**src/rtl/tl_pkg.sv**
```systemverilog
// tl_pkg: phase states, lamp type and duration clamp shared by traffic_light_ctrl.
package tl_pkg;
    typedef enum logic [2:0] {
        ALLRED_A, MAIN_GREEN, MAIN_YELLOW, ALLRED_B, SIDE_GREEN, SIDE_YELLOW, FLASH
    } tl_state_t;
    typedef struct packed {
        logic r;
        logic y;
        logic g;
    } lamp_t;
    function automatic int dur_clamp(input int d);
        return d < 1 ? 1 : d;
    endfunction
endpackage

```
**src/rtl/tl_tick_gen.sv**
```systemverilog
// tl_tick_gen: prescaler emitting a one-cycle tick every TICK_DIV enabled cycles.
module tl_tick_gen
    import tl_pkg::*;
#(
    parameter int TICK_DIV = 1,
    parameter int CNT_W    = 32
) (
    input  logic clk,
    input  logic rst,
    input  logic enable,
    output logic tick
);
    logic [CNT_W-1:0] pre;
    assign tick = enable && pre == CNT_W'(dur_clamp(TICK_DIV) - 1);
    always_ff @(posedge clk) begin
        if (rst) pre <= '0;
        else if (tick) pre <= '0;
        else if (enable) pre <= pre + 1'b1;
    end
endmodule

```
**src/rtl/traffic_light_ctrl.sv**
```systemverilog
// traffic_light_ctrl: main/side intersection controller with all-red clearance and pedestrian request.
// Define TL_FLASH_EN to add the flash input and the blinking FLASH state.
module traffic_light_ctrl
    import tl_pkg::*;
#(
    parameter int TICK_DIV     = 1,
    parameter int CNT_W        = 32,
    parameter int MAIN_GREEN_T = 10,
    parameter int MIN_GREEN_T  = 3,
    parameter int SIDE_GREEN_T = 5,
    parameter int YELLOW_T     = 2,
    parameter int ALLRED_T     = 1
) (
    input  logic clk,
    input  logic rst,
    input  logic enable,
`ifdef TL_FLASH_EN
    input  logic flash,
`endif
    input  logic ped_req,
    output logic main_red,
    output logic main_yellow,
    output logic main_green,
    output logic side_red,
    output logic side_yellow,
    output logic side_green,
    output logic ped_walk,
    output logic ped_pending
);
    localparam int MG = dur_clamp(MAIN_GREEN_T);
    localparam int MN = dur_clamp(MIN_GREEN_T);
    localparam int SG = dur_clamp(SIDE_GREEN_T);
    localparam int YL = dur_clamp(YELLOW_T);
    localparam int AR = dur_clamp(ALLRED_T);

    tl_state_t        state, state_n;
    logic [CNT_W-1:0] cnt, cnt_n;
    lamp_t            main_l, side_l, main_n, side_n;
    logic             tick, expire, early, lat_set, ped_lat, lat_n, walk, walk_n, fl_on;
    int               dur;
`ifdef TL_FLASH_EN
    logic             blink, blink_n;
`endif

    tl_tick_gen #(.TICK_DIV(TICK_DIV), .CNT_W(CNT_W)) u_tick (
        .clk(clk), .rst(rst), .enable(enable), .tick(tick)
    );

    always_comb begin
        expire  = tick && cnt == '0;
        // this tick is the one that brings elapsed main-green ticks up to MIN_GREEN_T
        early   = tick && ped_lat && (CNT_W'(MG) - cnt) >= CNT_W'(MN);
        lat_set = ped_lat || ped_req;
        state_n = state;
        case (state)
            ALLRED_A:    state_n = expire ? MAIN_GREEN : state;
            MAIN_GREEN:  state_n = (expire || early) ? MAIN_YELLOW : state;
            MAIN_YELLOW: state_n = expire ? ALLRED_B : state;
            ALLRED_B:    state_n = expire ? SIDE_GREEN : state;
            SIDE_GREEN:  state_n = expire ? SIDE_YELLOW : state;
            SIDE_YELLOW: state_n = expire ? ALLRED_A : state;
            default:     state_n = ALLRED_A;
        endcase
`ifdef TL_FLASH_EN
        if (flash) state_n = FLASH;
        blink_n = state == FLASH ? blink ^ tick : 1'b1;
        fl_on   = state_n == FLASH && blink_n;
`else
        fl_on   = 1'b0;
`endif
        dur = state_n == MAIN_GREEN ? MG : state_n == SIDE_GREEN ? SG :
              (state_n == MAIN_YELLOW || state_n == SIDE_YELLOW) ? YL : AR;
        cnt_n  = state_n != state ? CNT_W'(dur - 1) : tick ? cnt - 1'b1 : cnt;
        // the request is consumed on side-green entry and ignored while it lasts
        lat_n  = (state == SIDE_GREEN || state_n == SIDE_GREEN) ? 1'b0 : lat_set;
        walk_n = state_n == SIDE_GREEN && (state == SIDE_GREEN ? walk : lat_set);
        main_n.r = state_n inside {ALLRED_A, ALLRED_B, SIDE_GREEN, SIDE_YELLOW};
        main_n.y = state_n == MAIN_YELLOW || fl_on;
        main_n.g = state_n == MAIN_GREEN;
        side_n.r = state_n inside {ALLRED_A, ALLRED_B, MAIN_GREEN, MAIN_YELLOW} || fl_on;
        side_n.y = state_n == SIDE_YELLOW;
        side_n.g = state_n == SIDE_GREEN;
    end

    always_ff @(posedge clk) begin
        if (rst) begin
            state   <= ALLRED_A;
            cnt     <= CNT_W'(AR - 1);
            ped_lat <= 1'b0;
            walk    <= 1'b0;
            main_l  <= 3'b100;
            side_l  <= 3'b100;
        end else begin
            state   <= state_n;
            cnt     <= cnt_n;
            ped_lat <= lat_n;
            walk    <= walk_n;
            main_l  <= main_n;
            side_l  <= side_n;
        end
    end

`ifdef TL_FLASH_EN
    always_ff @(posedge clk) begin
        blink <= rst ? 1'b0 : blink_n;
    end
`endif

    assign main_red    = main_l.r;
    assign main_yellow = main_l.y;
    assign main_green  = main_l.g;
    assign side_red    = side_l.r;
    assign side_yellow = side_l.y;
    assign side_green  = side_l.g;
    assign ped_walk    = walk;
    assign ped_pending = ped_lat;
endmodule
```
**config.mk**
```make
export PLATFORM = sky130hd
export DESIGN_NAME = traffic_light_ctrl
export DESIGN_NICKNAME = d
export VERILOG_FILES = /design/src/rtl/tl_pkg.sv /design/src/rtl/tl_tick_gen.sv /design/src/rtl/traffic_light_ctrl.sv
export SDC_FILE = /design/constraint.sdc
export NUM_CORES = 1
export LEC_CHECK = 0
export BUFFER_PORTS_ARGS = -buffer_cell sky130_fd_sc_hd__buf_2
export CAP_MARGIN = 5
export CORE_ASPECT_RATIO = 1.25
export CORE_MARGIN = 2
export CORE_UTILIZATION = 58
export DETAILED_ROUTE_END_ITERATION = 6
export HOLD_SLACK_MARGIN = 0.02
export PLACE_DENSITY = 0.71
export SLEW_MARGIN = 15
export SYNTH_ARGS = -nofsm -noshare
export SYNTH_HDL_FRONTEND = slang
export SYNTH_HIERARCHICAL = 1
export SYNTH_SLANG_ARGS = --single-unit
```
**constraint.sdc**
```tcl
create_clock -name clk -period 4 [get_ports clk]
set_input_delay 0.4 -clock clk [delete_from_list [all_inputs] [get_ports clk]]
set_output_delay 0.4 -clock clk [all_outputs]
set_load 0.05 [all_outputs]
```
==> results.py <==
metrics = {
    "run_status": {
        "status": "finished, final reports clean",
    },
    "global_route": {
        "antenna_found_initial": 0,
        "grt_pass1_vias": 3764,
        "grt_pass1_wl_um": 17200,
        "groute.usage.overall_pct": 26.6,
        "gr-total-overflow": 0,
        "grt_start_max_net_pins": 21,
    },
    "timing": {
        "fmax_ghz": 0.252,
        "hold_viol_final": 0,
        "slew_violations": 0,
        "period_share_pct": 99.2,
        "min_period_ps": 3970,
        "fin_tns_setup_ps": 0,
        "setup_violations": 0,
        "tightestPinTransition_ps": 755,
        "max_slew_margin_pct": 48.4,
        "fin_skew_ps": 8.57,
        "rsz0062_at_grt": "no",
    },
    "floorplan": {
        "start_util_pct": 59.7,
        "die-area_mm2": 0.00834,
        "die_height_um": 102,
        "num_rows": 35,
        "core_area_mm2": 0.00740,
        "die_w_um": 82.1,
        "ios": 12,
    },
    "clock_tree": {
        "ctsHoldBuffers": 0,
        "clock_path_buffers": 2,
        "clock-sinks": 75,
        "htreeDepth": 3,
        "path_clk_slew_ps": 80,
        "cts_setup_buffers": 0,
        "cts_inserted_buffers": 9,
        "cts_tree": "done",
        "cts-root-buf": "clkbuf_8",
        "insertion_delay_ps": 350,
    },
    "setup_path": {
        "cp_top_family": "compound AO/OA/AOI/OAI gates",
        "crit_chain": "nor4_1, nand4_1, buf_4, a2111oi_0, o221ai_1, nor4_1, a21oi_2, a311o_2, buf_12, nor2_1",
        "crit_buf_inv": 2,
        "max_stage_delay_ps": 710,
        "crit_path_max_fanout": 16,
        "critPathArrivalTime_ps": 4260,
        "crit_path_frequent_cell": "nor4_1",
        "slowest_stage": "nor4_1",
        "cp.required_ps": 4290,
        "start_kind": "flop",
        "worst_setup_path_end_kind": "flop",
        "crit_type": "reg2reg",
    },
    "placement": {
        "gp_congestion": 0.983,
        "dpl.hpwl_um": 7500,
        "port_buffers": 11,
    },
    "synth": {
        "synth_area_leader_cell": "dfxtp_1",
        "synth_cell_types": 64,
        "synth_cells": 541,
        "dominantRegCellSynth": "dfxtp_1",
        "async_flop_share_pct": 0,
        "syn_area_mm2": 0.00442,
        "synth_edf_count": 0,
        "seq_area_frac_synth_pct": 34.0,
        "avgSynthCellArea_um2": 8.17,
        "yosys_warnings": 6,
        "postSynthRegisterBits": 75,
        "yosys.area.top_type_share_pct": 34.0,
        "syn_nets": 549,
        "synth_area_leaders": "dfxtp_1, xnor2_1, nor2_1, xor2_1, nor4_1",
    },
    "final_layout": {
        "area_growth_pct": 7.41,
        "final.fill_count": 658,
        "seq_area_mm2": 0.00150,
        "finish.net_count": 550,
        "multi_input_area_mm2": 0.00268,
        "diodes": 0,
        "drive_above_1_share_pct": 12.8,
    },
    "worst_hold_path": {
        "hp-class": "in2reg",
    },
    "power_and_ir_drop": {
        "power_density_mw_per_mm2": 831,
        "peakVddDrop_mv": 0.527,
        "cellLeakagePower_nw": 1.72,
        "finalPower_w": 0.00395,
    },
    "routing": {
        "post_drt_wl_per_cell_um": 16.0,
        "via_count": 3969,
        "drt_wl_total_um": 10200,
        "drtPass1Iterations": 4,
        "vias_per_cell": 6.21,
        "route.detailed.drc": 0,
        "drt-initial-drc-count": 178,
        "final_antenna_net_count": 0,
    },
    "run": {
        "drv_cap": 0,
    },
}
cells in the mapped netlist (3+ instances only):
cell and instances:
inv_1 14, nor4b_1 3, nor3_1 16, nand3_1 19
o21ai_0 17, a21oi_1 27, a31oi_1 4, nor4_1 25
nand2b_1 3, nor2_4 10, or3_1 15, dfxtp_1 75
clkbuf_1 23, o31ai_1 9, buf_2 11, and3_1 7
mux2i_1 6, and4_1 7, or4_1 16, nand2_1 39
nand4_1 16, buf_6 3, xor2_1 23, ha_1 4
o211ai_1 3, nor2_1 66, xnor2_1 29, and2_1 5
per-layer routing:
metal  GRT usage [%]  part of all wire (%)
met5               0                     0
met4            16.3                   4.8
met3            4.55                   2.9
met2            46.2                    51
met1            29.8                    42
layout by cell type, fill, tap and decap left out, types with 3 or more instances in the layout:
| cell type | n |
|---|---|
| o21ai_0 | 16 |
| a31oi_1 | 4 |
| nor4_1 | 25 |
| nand4_1 | 16 |
| buf_4 | 16 |
| nor2_4 | 10 |
| dfxtp_1 | 75 |
| nand2_1 | 39 |
| nor3_1 | 16 |
| nor4b_1 | 3 |
| or3_1 | 15 |
| xor2_1 | 23 |
| inv_1 | 14 |
| nand2b_1 | 3 |
| buf_2 | 11 |
| clkbuf_8 | 10 |
| and4_1 | 7 |
| and3_1 | 7 |
| nor2_1 | 66 |
| clkinvlp_4 | 3 |
| or4_1 | 16 |
| a21oi_1 | 27 |
| o211ai_1 | 3 |
| xnor2_1 | 29 |
| nand3_1 | 19 |
| ha_1 | 4 |
| and2_1 | 5 |
| mux2i_1 | 6 |
| o31ai_1 | 9 |
metrics by stage:
stage / worst slack, ps / std cells / hold WS (ps) / utilization [%] / area [µm²]
2_1_floorplan: 524 / 541 / 452 / - / 4420
3_3_place_gp: 143 / 623 / 470 / 61.4 / 4550
3_5_place_dp: 163 / 623 / 484 / 61.4 / 4550
4_1_cts: 153 / 639 / 381 / 64.2 / 4750
5_1_grt: 30.7 / 639 / 406 / 64.2 / 4750
6_report: 32.4 / 639 / 400 / 64.2 / 4750
flip-flops by register name, summed over array words and instances (netlist names):
register	cells
ped_walk	1
main_yellow	1
cnt	32
main_green	1
u_tick/pre	32
state	3
side_yellow	1
side_red	1
ped_pending	1
main_red	1
side_green	1
area by class of cell:
type,instances,share of cell area [%]
repair buffers,28,4.11
clock buffers,11,2.98
clock inverters,5,1.29
flip-flops and latches,75,31.6
inverters,14,1.11
multi-input cells,414,56.5
well taps,92,2.42
worst register-to-register path, delay by kind of cell (launching register included):
family                 cells  cell delay [ps]
DFF                        1              410
buffers and inverters      2              450
and+or+nand+nor            4             1410
AOI/OAI and AO/OA          4             1650
logic make-up (layout without fill, tap and decap cells):
kind of cell | after synthesis | count (layout) | share of synthesized area [%]
DFF | 75 | 75 | 34.0
xor gates and xnor gates | 52 | 52 | 10.3
AOI/OAI and AO/OA | 84 | 84 | 12.6
and+or+nand+nor | 265 | 265 | 34.4
muxes | 9 | 9 | 2.12
buffers and inverters | 52 | 58 | 5.49
adders and majority gates | 4 | 4 | 1.13
what timing repair did:
action / 4_1_cts / 5_1_grt
hold endpoints to repair: 0 / 0
setup endpoints to repair: 0 / 2
resized for setup: 0 / 1
path summary, 6_finish.rpt:
check	from	end	slack, ps	depth (start not counted)
worst max-delay path	cnt[12]	cnt[17]	30	10
worst min-delay path	ped_req	ped_walk	400	4
worst max register to register	cnt[12]	cnt[17]	30	10
worst min register to register	u_tick/pre[31]	u_tick/pre[31]	500	2
where the power goes:
part / switching, W / internal, W / leakage [nW]
combinational: 0.00128 / 0.000973 / 1.02
sequential: 0.000223 / 0.000877 / 0.608
clock: 0.000287 / 0.000307 / 0.0922
total: 0.00179 / 0.00216 / 1.72
No activity file was read; power rests on OpenSTA's default activity.
